**src/rtl/decode_pkg.sv**
```systemverilog
// decode_pkg: shared constants and types for the DECODE pipeline stage.
//   - opcode constants for the reserved and jump opcodes
//   - bit positions of the instruction word fields
//   - FSM state encoding and the EXECUTE output packet
package decode_pkg;

  localparam logic [3:0] OP_RSVD = 4'hE;
  localparam logic [3:0] OP_JMP  = 4'hF;

  // Instruction word layout: [15:12] op, [11:8] dst, [7:4] src, [3] I.
  // For relative jumps, [11:4] is a signed 8-bit word offset.
  localparam int OP_MSB  = 15;
  localparam int OP_LSB  = 12;
  localparam int DST_MSB = 11;
  localparam int DST_LSB = 8;
  localparam int SRC_MSB = 7;
  localparam int SRC_LSB = 4;
  localparam int IMM_BIT = 3;
  localparam int OFS_MSB = 11;
  localparam int OFS_LSB = 4;

  typedef enum logic [0:0] {
    ST_OP  = 1'b0,  // awaiting an opcode word
    ST_IMM = 1'b1   // awaiting the immediate word of a latched opcode
  } state_e;

  typedef struct packed {
    logic [15:0] addr;
    logic [3:0]  op;
    logic [3:0]  dst;
    logic [3:0]  src;
    logic        imm_valid;
    logic [15:0] imm;
  } ex_pkt_t;

endpackage

```
**src/rtl/decode_instr.sv**
```systemverilog
// decode_instr: purely combinational decode of one instruction word.
//   word_i       : instruction word
//   addr_i       : address of that word
//   op_o/dst_o/src_o : extracted fields
//   is_alu_o     : opcode is an ALU operation (0x0-0xD)
//   is_jmp_o     : opcode is JMP (0xF)
//   needs_imm_o  : a second (immediate/target) word follows; never for reserved
//   rel_target_o : addr_i + 1 + sign-extended [11:4], modulo 2^16
module decode_instr
  import decode_pkg::*;
(
  input  logic [15:0] word_i,
  input  logic [15:0] addr_i,
  output logic [3:0]  op_o,
  output logic [3:0]  dst_o,
  output logic [3:0]  src_o,
  output logic        is_alu_o,
  output logic        is_jmp_o,
  output logic        needs_imm_o,
  output logic [15:0] rel_target_o
);

  logic [7:0] ofs_s;
  logic       is_rsvd_s;
  logic       unused_s;

  assign op_o  = word_i[OP_MSB:OP_LSB];
  assign dst_o = word_i[DST_MSB:DST_LSB];
  assign src_o = word_i[SRC_MSB:SRC_LSB];
  assign ofs_s = word_i[OFS_MSB:OFS_LSB];

  assign is_jmp_o    = (op_o == OP_JMP);
  assign is_rsvd_s   = (op_o == OP_RSVD);
  assign is_alu_o    = !is_jmp_o && !is_rsvd_s;
  // The reserved opcode is always a single word, whatever its I bit says.
  assign needs_imm_o = word_i[IMM_BIT] && !is_rsvd_s;

  assign rel_target_o = addr_i + 16'd1 + {{8{ofs_s[7]}}, ofs_s};

  // Bits [2:0] carry no meaning.
  assign unused_s = ^word_i[2:0];

endmodule

```
**src/rtl/decode.sv**
```systemverilog
// decode: second pipeline stage. Assembles one/two-word instructions from
// the FETCH stream, forwards ALU instructions to EXECUTE and resolves jumps
// by pulsing a new PC back to FETCH.
//   clk_i, rst_i             : clock, synchronous active-high reset
//   fe_valid_i/fe_ready_o    : FETCH word handshake (fe_addr_i, fe_data_i)
//   fe_valid_o/fe_addr_o     : one-cycle redirect pulse with the new PC
//   ex_valid_o/ex_ready_i    : EXECUTE handshake
//   ex_addr_o .. ex_imm_o    : decoded instruction fields (held while stalled)
module decode
  import decode_pkg::*;
#(
  parameter logic [15:0] RESET_PC = 16'h0000
) (
  input  logic        clk_i,
  input  logic        rst_i,
  input  logic        fe_valid_i,
  output logic        fe_ready_o,
  input  logic [15:0] fe_addr_i,
  input  logic [15:0] fe_data_i,
  output logic        fe_valid_o,
  output logic [15:0] fe_addr_o,
  output logic        ex_valid_o,
  input  logic        ex_ready_i,
  output logic [15:0] ex_addr_o,
  output logic [3:0]  ex_op_o,
  output logic [3:0]  ex_dst_o,
  output logic [3:0]  ex_src_o,
  output logic        ex_imm_valid_o,
  output logic [15:0] ex_imm_o
);

  state_e      state_q, state_d;
  logic [15:0] exp_pc_q, exp_pc_d;
  logic [3:0]  lat_op_q, lat_dst_q, lat_src_q;
  logic [15:0] lat_addr_q;
  ex_pkt_t     ex_q, ex_d;
  logic        ex_valid_q, ex_valid_d;
  logic        fe_valid_q, fe_valid_d;
  logic [15:0] fe_addr_q, fe_addr_d;

  logic [3:0]  op_s, dst_s, src_s;
  logic        is_alu_s, is_jmp_s, needs_imm_s;
  logic [15:0] rel_target_s;

  logic        xfer_s, accept_s;
  logic        load_s, jump_s, latch_s;
  ex_pkt_t     pkt_s;
  logic [15:0] target_s;

  decode_instr u_instr (
    .word_i       (fe_data_i),
    .addr_i       (fe_addr_i),
    .op_o         (op_s),
    .dst_o        (dst_s),
    .src_o        (src_s),
    .is_alu_o     (is_alu_s),
    .is_jmp_o     (is_jmp_s),
    .needs_imm_o  (needs_imm_s),
    .rel_target_o (rel_target_s)
  );

  // No word transfers during a redirect pulse or while EXECUTE is stalled.
  assign fe_ready_o = !fe_valid_q && (!ex_valid_q || ex_ready_i);
  assign xfer_s     = fe_valid_i && fe_ready_o;
  // Words off the expected path are stale and have no effect at all.
  assign accept_s   = xfer_s && (fe_addr_i == exp_pc_q);

  // FSM state register.
  always_ff @(posedge clk_i) begin
    if (rst_i) begin
      state_q <= ST_OP;
    end else begin
      state_q <= state_d;
    end
  end

  // FSM next-state logic.
  always_comb begin
    state_d = state_q;
    case (state_q)
      ST_OP: begin
        if (accept_s && needs_imm_s) begin
          state_d = ST_IMM;
        end else begin
          state_d = ST_OP;
        end
      end
      ST_IMM: begin
        if (accept_s) begin
          state_d = ST_OP;
        end else begin
          state_d = ST_IMM;
        end
      end
      default: state_d = ST_OP;
    endcase
  end

  // FSM outputs: what to do with the accepted word in the current state.
  always_comb begin
    load_s   = 1'b0;
    jump_s   = 1'b0;
    latch_s  = 1'b0;
    pkt_s    = '0;
    target_s = 16'h0000;
    case (state_q)
      ST_OP: begin
        if (accept_s) begin
          if (needs_imm_s) begin
            latch_s = 1'b1;
          end else if (is_jmp_s) begin
            jump_s   = 1'b1;
            target_s = rel_target_s;
          end else if (is_alu_s) begin
            load_s         = 1'b1;
            pkt_s.addr     = fe_addr_i;
            pkt_s.op       = op_s;
            pkt_s.dst      = dst_s;
            pkt_s.src      = src_s;
            pkt_s.imm_valid = 1'b0;
            pkt_s.imm      = 16'h0000;
          end else begin
            // Reserved opcode: consumed and dropped.
            load_s = 1'b0;
          end
        end else begin
          load_s = 1'b0;
        end
      end
      ST_IMM: begin
        if (accept_s) begin
          if (lat_op_q == OP_JMP) begin
            jump_s   = 1'b1;
            target_s = fe_data_i;
          end else begin
            load_s          = 1'b1;
            pkt_s.addr      = lat_addr_q;
            pkt_s.op        = lat_op_q;
            pkt_s.dst       = lat_dst_q;
            pkt_s.src       = lat_src_q;
            pkt_s.imm_valid = 1'b1;
            pkt_s.imm       = fe_data_i;
          end
        end else begin
          load_s = 1'b0;
        end
      end
      default: begin
        load_s = 1'b0;
      end
    endcase
  end

  // Next values for the expected PC and the registered outputs.
  always_comb begin
    if (jump_s) begin
      exp_pc_d = target_s;
    end else if (accept_s) begin
      exp_pc_d = exp_pc_q + 16'd1;
    end else begin
      exp_pc_d = exp_pc_q;
    end

    ex_d = ex_q;
    if (load_s) begin
      ex_d       = pkt_s;
      ex_valid_d = 1'b1;
    end else if (ex_ready_i) begin
      ex_valid_d = 1'b0;
    end else begin
      ex_valid_d = ex_valid_q;
    end

    fe_valid_d = jump_s;
    if (jump_s) begin
      fe_addr_d = target_s;
    end else begin
      fe_addr_d = fe_addr_q;
    end
  end

  // Datapath registers: expected PC, latched opcode fields, output registers.
  always_ff @(posedge clk_i) begin
    if (rst_i) begin
      exp_pc_q   <= RESET_PC;
      lat_op_q   <= 4'h0;
      lat_dst_q  <= 4'h0;
      lat_src_q  <= 4'h0;
      lat_addr_q <= 16'h0000;
      ex_q       <= '0;
      ex_valid_q <= 1'b0;
      fe_valid_q <= 1'b0;
      fe_addr_q  <= 16'h0000;
    end else begin
      exp_pc_q <= exp_pc_d;
      if (latch_s) begin
        lat_op_q   <= op_s;
        lat_dst_q  <= dst_s;
        lat_src_q  <= src_s;
        lat_addr_q <= fe_addr_i;
      end
      ex_q       <= ex_d;
      ex_valid_q <= ex_valid_d;
      fe_valid_q <= fe_valid_d;
      fe_addr_q  <= fe_addr_d;
    end
  end

  assign fe_valid_o     = fe_valid_q;
  assign fe_addr_o      = fe_addr_q;
  assign ex_valid_o     = ex_valid_q;
  assign ex_addr_o      = ex_q.addr;
  assign ex_op_o        = ex_q.op;
  assign ex_dst_o       = ex_q.dst;
  assign ex_src_o       = ex_q.src;
  assign ex_imm_valid_o = ex_q.imm_valid;
  assign ex_imm_o       = ex_q.imm;

endmodule

```
**config.mk**
```make
export PLATFORM = sky130hd
export DESIGN_NAME = decode
export DESIGN_NICKNAME = d
export VERILOG_FILES = /design/src/rtl/decode_pkg.sv /design/src/rtl/decode_instr.sv /design/src/rtl/decode.sv
export SDC_FILE = /design/constraint.sdc
export NUM_CORES = 1
export LEC_CHECK = 0
export ABC_CLOCK_PERIOD_IN_PS = 2600
export BUFFER_PORTS_ARGS = -buffer_cell sky130_fd_sc_hd__buf_4
export CORE_MARGIN = 4
export CORE_UTILIZATION = 45
export DETAILED_ROUTE_END_ITERATION = 16
export PLACE_DENSITY = 0.75
export RECOVER_POWER = 50
export SKIP_CTS_REPAIR_TIMING = 1
export SYNTH_ARGS = -nofsm -noshare
export SYNTH_HDL_FRONTEND = slang
export SYNTH_SLANG_ARGS = --single-unit
export TNS_END_PERCENT = 20
```
**constraint.sdc**
```tcl
create_clock -name clk_i -period 2.6 [get_ports clk_i]
set_input_delay 0.26 -clock clk_i [delete_from_list [all_inputs] [get_ports clk_i]]
set_output_delay 0.26 -clock clk_i [all_outputs]
set_load 0.02 [all_outputs]
```
==> summary.md, run 1 <==
| Metric | Value |
|---|---|
| Outcome | `finished, final reports clean` |
| Placed cells | `between 900 and 1000` |
| First-pass GRT wire length | `28.19 mm` |
| Post-route ant nets | `0` |
| Clock Latency Late Sink | `0.35 ns` |
| Async S/R FF share, synth | `0` |
| Internal power | `2673 uW` |
| Via count | `5347` |
| Die X | `~120 um` |
| LEAKAGE | `0.002587 uW` |
| Placed wire-length estimate | `~13 mm` |
| Hold Crit Depth | `3` |
| Kind of start point of the critical path | `flop` |
| Largest net degree at the start of global routing | `43` |
| Post-Layout Cell Count | `around 900` |
| Sw frac | `0.2423` |
| F_max | `422.5 MHz` |
| Die Ht | `about 120 um` |
| Kind of critical path | `reg2reg` |
| Synth cell types | `65` |
| Worst hold slack | `0.1246 ns` |
| Mapped Cells | `648` |
| Hold Vio Cnt, Final | `0` |
| Mapped Nets | `701` |
| Hold Path Class | `in2reg` |
| Hold endpoint | `ex_src_o[0]` |
| Synth Cell Area | `0.005604 mm2` |
| Top_reg_cell synth | `dfxtp_1` |
| H-tree lvl count | `3` |
| Initial antenna violation count | `0` |
| Max rail drop VDD | `between 0.3 and 0.4 mV` |
| Residual DRC count | `0` |
| CTS buffer count | `9` |
| Seq pwr share | `0.469` |
| Layout cell share with drive strength beyond 1 | `0.1288` |
| Crit path DAT | `2.60 ns` |
| Clock Skews | `between 0.003 and 0.004 ns` |
| Data required, critical path | `2.83 ns` |
| CTS max path bufs | `2` |
| Most frequent cells in the layout | `108 x dfxtp_1, 87 x nand2_1, 71 x nor2_1` |
| 1st-iter DRT viols | `320` |
| Depth of the most critical reg-to-reg path | `8` |
| Hold Startpoint | `fe_data_i[4]` |
| Final setup viols | `0` |
| Setup tns final | `0 ns` |
| Post-route minimum period | `2.367 ns` |
| CTS tree | `done` |
| Final wirelength | `about 18 mm` |
| R2r setup slk | `0.23 ns` |
| Worst-Margin Slew | `~0.73 ns` |
| Synth Area per Inst | `8.648 um2` |
| CP max stage delay | `0.42 ns` |
| Clock share of power | `0.418` |
| Clock Sinks | `108` |
| Sequential-to-total area share from yosys stat | `0.3858` |
| Psw | `854.6 uW` |
| Post-layout util | `0.5521` |
| CP Capture Type | `flop` |
| Number of enable flip-flop cells after synthesis | `0` |
| RSZ-0062 raised after global routing | `no` |
| FF-to-FF Start | `exp_pc_q[1]` |
| Combinational share of power | `0.113` |
| Diode count | `0` |
| Global placer's final weighted congestion | `roughly 0.89` |
| Max cap viols | `0` |
| #FFs+latches synth | `around 110` |
| Root buf cell | `clkbuf_16` |
| Placed Area | `roughly 0.0066 mm2` |
| DR vias/cell | `5.806` |
| Critical path fanouts, max | `29` |
| Core ar. | `0.01211 mm2` |
| Num rows | `40` |
| Fin area | `0.006686 mm2` |
| Synthesis-to-finish area growth | `19.31%` |
| Port bufs | `99` |
| Power Dens Cells | `approximately 530 mW/mm2` |
| Relative slew margins | `0.5111` |
| DR pass1 iterations | `5` |
| Clock-pin slew on the worst setup and hold paths | `0.07 ns` |
| Commonest non-fill, non-tap cell in the layout | `dfxtp_1` |
| Critical R2R Capture | `lat_addr_q[2]` |
| Wire length per cell | `19.21 um` |
| CP Cell Sequence | `xor2_1, nor4_2, nand4_4, clkbuf_1, nor3_4, buf_12, mux2i_1, nor2_1` |
| Nets | `802` |
| Final period utilization | `0.9104` |
| Slowest CP cell | `nor4_2` |
| Ys Warns | `0` |
| GR Overflow Total | `0` |
| Vias in the first global route | `5229` |
| Die area | `~0.014 mm2` |
| Slew Limit Fails | `0` |
| Gr usage total | `0.2479` |
| Top Ports | `100` |
| Initial Utilization | `0.4627` |
synthesized netlist by cell type (8+ instances only):
cell type | instances | area (um2)
mux2i_1 | 31 | 310.3
nand3_1 | 13 | 65.06
nor2_1 | 71 | 266.5
nor3_1 | 14 | 70.07
o21ai_0 | 28 | 140.1
buf_2 | 15 | 75.07
a22oi_1 | 29 | 217.7
a211oi_1 | 15 | 112.6
nand4_1 | 8 | 50.05
o211ai_1 | 11 | 82.58
a21o_1 | 8 | 60.06
inv_1 | 9 | 33.78
clkbuf_1 | 18 | 67.56
xor2_1 | 17 | 148.9
nand2_1 | 87 | 326.6
a21oi_1 | 29 | 145.1
ha_1 | 16 | 200.2
dfxtp_1 | 108 | 2162
a22o_1 | 16 | 140.1
flip-flops by register name (all words and copies together) (netlist names), 16 cells and up:
name / cells
ex_imm_o: 16
fe_addr_o: 16
lat_addr_q: 16
exp_pc_q: 16
ex_addr_o: 16
per-stage QoR:
| stage | total power, uW | setup WS, ns |
|---|---|---|
| after floorplan | 1916 | 0.5162 |
| after global placement | 2085 | 0.08930 |
| after detailed placement | 2082 | 0.05580 |
| after CTS | 3547 | 0.2369 |
| after global routing | 3653 | 0.08500 |
| final | 3527 | 0.2331 |
routing by layer:
| metal | global-route usage | up-vias | share of wire |
|---|---|---|---|
| met5 | 0 | - | 0 |
| met4 | 0.08948 | 0 | 0.023 |
| met3 | 0.04006 | 21 | 0.048 |
| met2 | 0.4121 | 143 | 0.48 |
| met1 | 0.3257 | 2596 | 0.45 |
| li1 | - | 2587 | - |
power by group through the flow:
| stage | logic, uW | clock network [uW] | registers [uW] |
|---|---|---|---|
| 3_3_place_gp | 394 | 0 | 1690 |
| 2_1_floorplan | 225 | 0 | 1690 |
| 3_5_place_dp | 391 | 0 | 1690 |
| 6_report | 399 | 1480 | 1650 |
| 5_1_grt | 435 | 1570 | 1650 |
| 4_1_cts | 394 | 1500 | 1650 |
how the worst max path moves through the flow:
stage | start | end | slack, ns | cells after the start
CTS | exp_pc_q[1] | lat_addr_q[2] | 0.24 | 8
global placement | fe_data_i[10] | exp_pc_q[15] | 0.09 | 8
detailed placement | fe_data_i[10] | exp_pc_q[15] | 0.06 | 8
finish | exp_pc_q[1] | lat_addr_q[2] | 0.23 | 8
global route | exp_pc_q[1] | lat_op_q[2] | 0.09 | 8
floorplan | fe_addr_i[8] | exp_pc_q[15] | 0.52 | 8
area by class of cell:
cell class | count | area, um2
timing repair buffer | 134 | 804.5
fill | 1195 | 5425
clock inverter | 4 | 73.82
tap | 168 | 210.2
multi-input combinational | 487 | 3159
clock buffer | 11 | 242.7
sequential | 108 | 2162
inverter | 9 | 33.78
logic make-up (layout without fill, tap and decap cells):
family	Yosys count	count (layout)	share of synthesized area
xor gates and xnor gates	22	22	0.03438
AOI/OAI and AO/OA	178	178	0.2259
buffers and inverters	53	158	0.05157
muxes	32	32	0.05738
adders and majority gates	17	17	0.03929
DFF	108	108	0.3858
and+or+nand+nor	238	238	0.2056
critical path: cells and delay by family, from the launching register on:
kind | cells | cell delay (ns)
flops | 1 | 0.35
buf+inv | 2 | 0.47
mux | 1 | 0.25
xor+xnor | 1 | 0.16
simple gates | 4 | 0.99
Power figures use the tool's default switching activity.
==> run 2: changes to the inputs <==
Settings changed: PLACE_DENSITY 0.75 to 0.74, SYNTH_HIERARCHICAL from default to 1.
==> summary.md, run 2 <==
| Metric | Value |
|---|---|
| Outcome | `finished, final reports clean` |
| Clock Skews | `approximately 0.012 ns` |
| CP max stage delay | `0.47 ns` |
| Layout cell share with drive strength beyond 1 | `0.1570` |
| Die Ht | `approximately 120 um` |
| Gr usage total | `0.2553` |
| LEAKAGE | `0.002475 uW` |
| Placed wire-length estimate | `13.66 mm` |
| Post-route ant nets | `0` |
| Ys Warns | `6` |
| H-tree lvl count | `3` |
| Count leader, synth | `dfxtp_1` |
| Core ar. | `0.01272 mm2` |
| Synth top area cells | `dfxtp_1 37%, nand2_1 3.6%, a221o_1 3.4%` |
| Top_reg_cell synth | `dfxtp_1` |
| DR vias/cell | `roughly 6.4` |
| Hold Vio Cnt, Final | `0` |
| Slowest CP cell | `dfxtp_1` |
| Critical path fanouts, max | `40` |
| #FFs+latches synth | `108` |
| Sequential-to-total area share from yosys stat | `0.3673` |
| GR Overflow Total | `0` |
| Hold Path Class | `in2reg` |
| Placed Area | `0.006828 mm2` |
| Data required, critical path | `2.89 ns` |
| CP startpoint | `exp_pc_q[9]` |
| Critical path's most frequent cell | `buf_4` |
| 1st-iter DRT viols | `713` |
| Number of enable flip-flop cells after synthesis | `0` |
| Kind of critical path | `reg2reg` |
| Commonest non-fill, non-tap cell in the layout | `dfxtp_1` |
| DR pass1 iterations | `5` |
| Synth Cell Area | `a little under 0.006 mm2` |
| Most frequent cells in the layout | `108 x dfxtp_1, 68 x buf_4, 64 x clkbuf_1` |
| Max rail drop VDD | `0.4309 mV` |
| Synth cell count leaders | `108 x dfxtp_1, 57 x nand2_1, 43 x clkbuf_1` |
| Synth cell types | `66` |
| Stages on the worst setup path | `8` |
| CP Cell Sequence | `xor2_1, nor4_1, buf_4, nand3_2, clkbuf_4, nor2_1, buf_4, mux2i_1` |
| Num rows | `41` |
| Die area | `~0.015 mm2` |
| CP delay by family, top | `buffers and inverters` |
| Nets | `787` |
| RSZ-0062 raised after global routing | `no` |
| F_max | `407.9 MHz` |
| Clock Latency Late Sink | `approximately 0.36 ns` |
| Mapped Cells | `661` |
| Diode count | `0` |
| Worst-Margin Slew | `a little under 0.7 ns` |
| Mapped Nets | `just over 700` |
| Global placer's final weighted congestion | `0.9093` |
| CTS buffer count | `9` |
| Max cap viols | `0` |
| Synthesis-to-finish area growth | `16.65%` |
| Post-layout util | `0.5396` |
| Port bufs | `99` |
| Via count | `about 5800` |
| Kind of start point of the critical path | `flop` |
| CTS tree | `done` |
| Depth of the most critical reg-to-reg path | `8` |
| FF-to-FF Start | `exp_pc_q[9]` |
| Critical Path Sink | `lat_addr_q[0]` |
| Final period utilization | `0.9430` |
| CP Capture Type | `flop` |
| Post-route minimum period | `2.452 ns` |
| Root buf cell | `clkbuf_16` |
| Crit path DAT | `around 2.7 ns` |
| Synth Area per Inst | `8.904 um2` |
| Final wirelength | `18.94 mm` |
| Final setup viols | `0` |
| Vias in the first global route | `5466` |
| Async S/R FF share, synth | `0` |
| Residual DRC count | `0` |
| Clock Sinks | `108` |
| Hold Crit Depth | `2` |
| Die X | `122.4 um` |
| R2r setup slk | `0.15 ns` |
| Slew Limit Fails | `0` |
| Power Dens Cells | `504.0 mW/mm2` |
| CTS max path bufs | `2` |
| Post-Layout Cell Count | `911` |
| Initial antenna violation count | `0` |
| Wire length per cell | `around 21 um` |
| Cell taking the most area after synthesis | `dfxtp_1` |
| Critical R2R Capture | `lat_addr_q[0]` |
| Fin area | `0.006865 mm2` |
| Worst hold slack | `0.1239 ns` |
| Largest net degree at the start of global routing | `64` |
| Relative slew margins | `0.5389` |
| Placed cells | `895` |
| First-pass GRT wire length | `30.03 mm` |
| WP buf/inv | `3` |
| Yosys top cell area share | `0.3673` |
| Clock-pin slew on the worst setup and hold paths | `~0.070 ns` |
| Top Ports | `100` |
| Initial Utilization | `0.4626` |
## run 2: cell types whose count changed in the layout (fill, tap and decap cells not counted), moves of 9 or more
cell      previous run  this run
nor4_1               7        31
a211oi_1            15         3
o21ai_0             28        12
mux2i_1             31        12
a221o_1              0        20
o211ai_1            11         2
a31oi_1              3        24
a22oi_1             29        17
a31o_2               0        10
nand2_1             87        57
nor2_1              71        24
o31ai_1              1        15
a311oi_1             5        17
## run 2: cell families after synthesis
kind of cell,synth area share
simple gates,0.1699
compound gates,0.2893
buf+inv,0.06994
xor+xnor,0.04315
mux,0.02296
fa+ha+maj,0.03741
flops,0.3673
## run 2: layer usage
layer	global-route usage	part of all wire
met1	0.3431	0.43
met2	0.4078	0.47
met3	0.05161	0.074
met4	0.09167	0.030
met5	0	0
## run 2: worst min-delay path by stage
| stage | start | endpoint | slack (ns) |
|---|---|---|---|
| floorplan | fe_data_i[10] | ex_imm_o[10] | 0.39 |
| global placement | lat_addr_q[1] | lat_addr_q[1] | 0.45 |
| detailed placement | lat_addr_q[15] | lat_addr_q[15] | 0.46 |
| CTS | fe_data_i[2] | ex_imm_o[2] | 0.11 |
| global route | fe_data_i[2] | ex_imm_o[2] | 0.11 |
| finish | fe_data_i[2] | ex_imm_o[2] | 0.12 |
## run 2: report_power, final
| group | total, uW | internal (uW) | switching (uW) | leakage [uW] |
|---|---|---|---|---|
| Sequential | 1650 | 1650 | 0.00321 | 0.000869 |
| Combinational | 441 | 172 | 269 | 0.00146 |
| Clock | 1370 | 713 | 654 | 0.000143 |
| Total | 3460 | 2540 | 923 | 0.00247 |
## run 2: final cells by class
type                            instances  area (um2)
Fill cell                            1252        5857
Multi-Input combinational cell        470        3323
Sequential cell                       108        2162
Timing Repair Buffer                  138       843.3
Clock buffer                           11       252.7
Tap cell                              172       215.2
Clock inverter                          5       42.54
Inverter                                7       26.28
## run 2: stage by stage
| stage | total power (uW) | setup slack, ns | TNS, ns |
|---|---|---|---|
| floorplan | 1964 | 0.2457 | 0 |
| global placement | 2110 | 0.005063 | 0 |
| detailed placement | 2119 | -0.05086 | -0.1013 |
| CTS | 3475 | 0.2074 | 0 |
| global route | 3584 | 0.03396 | 0 |
| finish | 3460 | 0.1481 | 0 |
==> run 3: changes to the inputs <==
Settings changed: CTS_BUF_LIST from default to sky130_fd_sc_hd__clkbuf_8.
==> summary.md, run 3 (synthesis results as in run 2) <==
| Metric | Value |
|---|---|
| Top Ports | `100` |
| Gr usage total | `0.2523` |
| Final period utilization | `0.9513` |
| Max cap viols | `0` |
| Global routing usage on met3 | `0.04839` |
| Core ar. | `around 0.013 mm2` |
| Die X | `122.4 um` |
| Port bufs | `99` |
| Final setup viols | `0` |
| Hold Path Class | `in2reg` |
| LEAKAGE | `0.002428 uW` |
| Outcome | `finished, final reports clean` |
| FF-to-FF Start | `exp_pc_q[9]` |
| Critical path fanouts, max | `40` |
| Vias in the first global route | `5425` |
| Clock Sinks | `between 100 and 150` |
| Initial antenna violation count | `0` |
| Met1 usage | `0.3418` |
| DR pass1 iterations | `5` |
| F_max | `404.3 MHz` |
| Slew Limit Fails | `0` |
| GR Overflow Total | `0` |
| Clock-pin slew on the worst setup and hold paths | `0.11 ns` |
| Residual DRC count | `0` |
| CTS max path bufs | `2` |
| Die Ht | `~120 um` |
| CTS buffer count | `9` |
| Global routing's busiest layer | `met2` |
| Via count | `5788` |
| Clock Skews | `about 0.018 ns` |
| Data required, critical path | `2.92 ns` |
| Largest net degree at the start of global routing | `64` |
| Hold Crit Depth | `2` |
| Diode count | `0` |
| DR vias/cell | `6.353` |
| Max rail drop VDD | `0.3913 mV` |
| Final wirelength | `between 15 and 20 mm` |
| Layout cell share with drive strength beyond 1 | `0.1556` |
| Power Dens Cells | `461.1 mW/mm2` |
| Post-route ant nets | `0` |
| Wire length per cell | `20.59 um` |
| Post-Layout Cell Count | `911` |
| Post-layout util | `0.5313` |
| CTS tree | `done` |
| Clock Latency Late Sink | `0.39 ns` |
| Hold Vio Cnt, Final | `0` |
| Most frequent cells in the layout | `108 x dfxtp_1, 67 x buf_4, 64 x clkbuf_1` |
| Synthesis-to-finish area growth | `14.84%` |
| Hold Startpoint | `fe_data_i[2]` |
| 1st-iter DRT viols | `776` |
| Relative slew margins | `0.5529` |
| Nets | `between 700 and 800` |
| Num rows | `41` |
| CP Capture Type | `flop` |
| Depth of the most critical reg-to-reg path | `8` |
| Placed cells | `around 900` |
| Commonest non-fill, non-tap cell in the layout | `dfxtp_1` |
| Setup tns final | `0 ns` |
| First-pass GRT wire length | `29.80 mm` |
| Die area | `0.01497 mm2` |
| Post-route minimum period | `~2.5 ns` |
| CP startpoint | `exp_pc_q[9]` |
| Crit path DAT | `approximately 2.8 ns` |
| Total power | `3117 uW` |
| Root buf cell | `clkbuf_8` |
| Worst-Margin Slew | `approximately 0.67 ns` |
| H-tree lvl count | `3` |
| Initial Utilization | `0.4626` |
| Kind of critical path | `reg2reg` |
| Met2 usage | `0.4095` |
| Placed wire-length estimate | `approximately 14 mm` |
| RSZ-0062 raised after global routing | `no` |
| Global placer's final weighted congestion | `0.9093` |
| Kind of start point of the critical path | `flop` |
[run 3: cell types whose count changed in the layout (fill, tap and decap cells not counted), sizes merged]
cell	change
clkbuf	+1
buf	-1
[run 3: power breakdown]
group | internal, uW | switching (uW)
Sequential | 1650 | 0.00320
Combinational | 171 | 267
Clock | 412 | 614
[run 3: final timing paths]
check,endpoint,slack (ns)
max,lat_addr_q[0],0.13
min reg2reg,lat_addr_q[15],0.47
max reg2reg,lat_addr_q[0],0.13
min,ex_imm_o[2],0.09
[run 3: cell type report]
type	instances	area [um2]
clock buffers	11	151.4
fillers	1257	5963
well taps	172	215.2
multi-input cells	470	3318
flip-flops and latches	108	2162
inverters	7	26.28
clock inverters	5	42.54
repair buffers	138	843.3
[run 3: through the flow]
step	instance area, um2	hold WS [ns]	worst slack [ns]
after floorplan	5886	0.3855	0.2457
after global placement	6828	0.4525	0.005063
after detailed placement	6828	0.4621	-0.05086
after CTS	7022	0.07048	0.2019
after global routing	6759	0.06924	0.01686
final	6759	0.08672	0.1267
[run 3: worst max-delay path, cell delays in order, from the launching register on]
cell and delay (ns):
dfxtp_1 0.47, xor2_1 0.11, nor4_1 0.37, buf_4 0.19, nand3_1 0.08, clkbuf_4 0.37, nor2_1 0.33, buf_4 0.24
mux2i_1 0.22
[run 3: metal layers]
layer / vias to the layer above / wire [um] / part of all wire
met4: 0 / 471 / 0.025
li1: 2700 / - / -
met3: 29 / 1406 / 0.075
met5: - / 0 / 0
met2: 269 / 8699 / 0.46
met1: 2790 / 8180 / 0.44
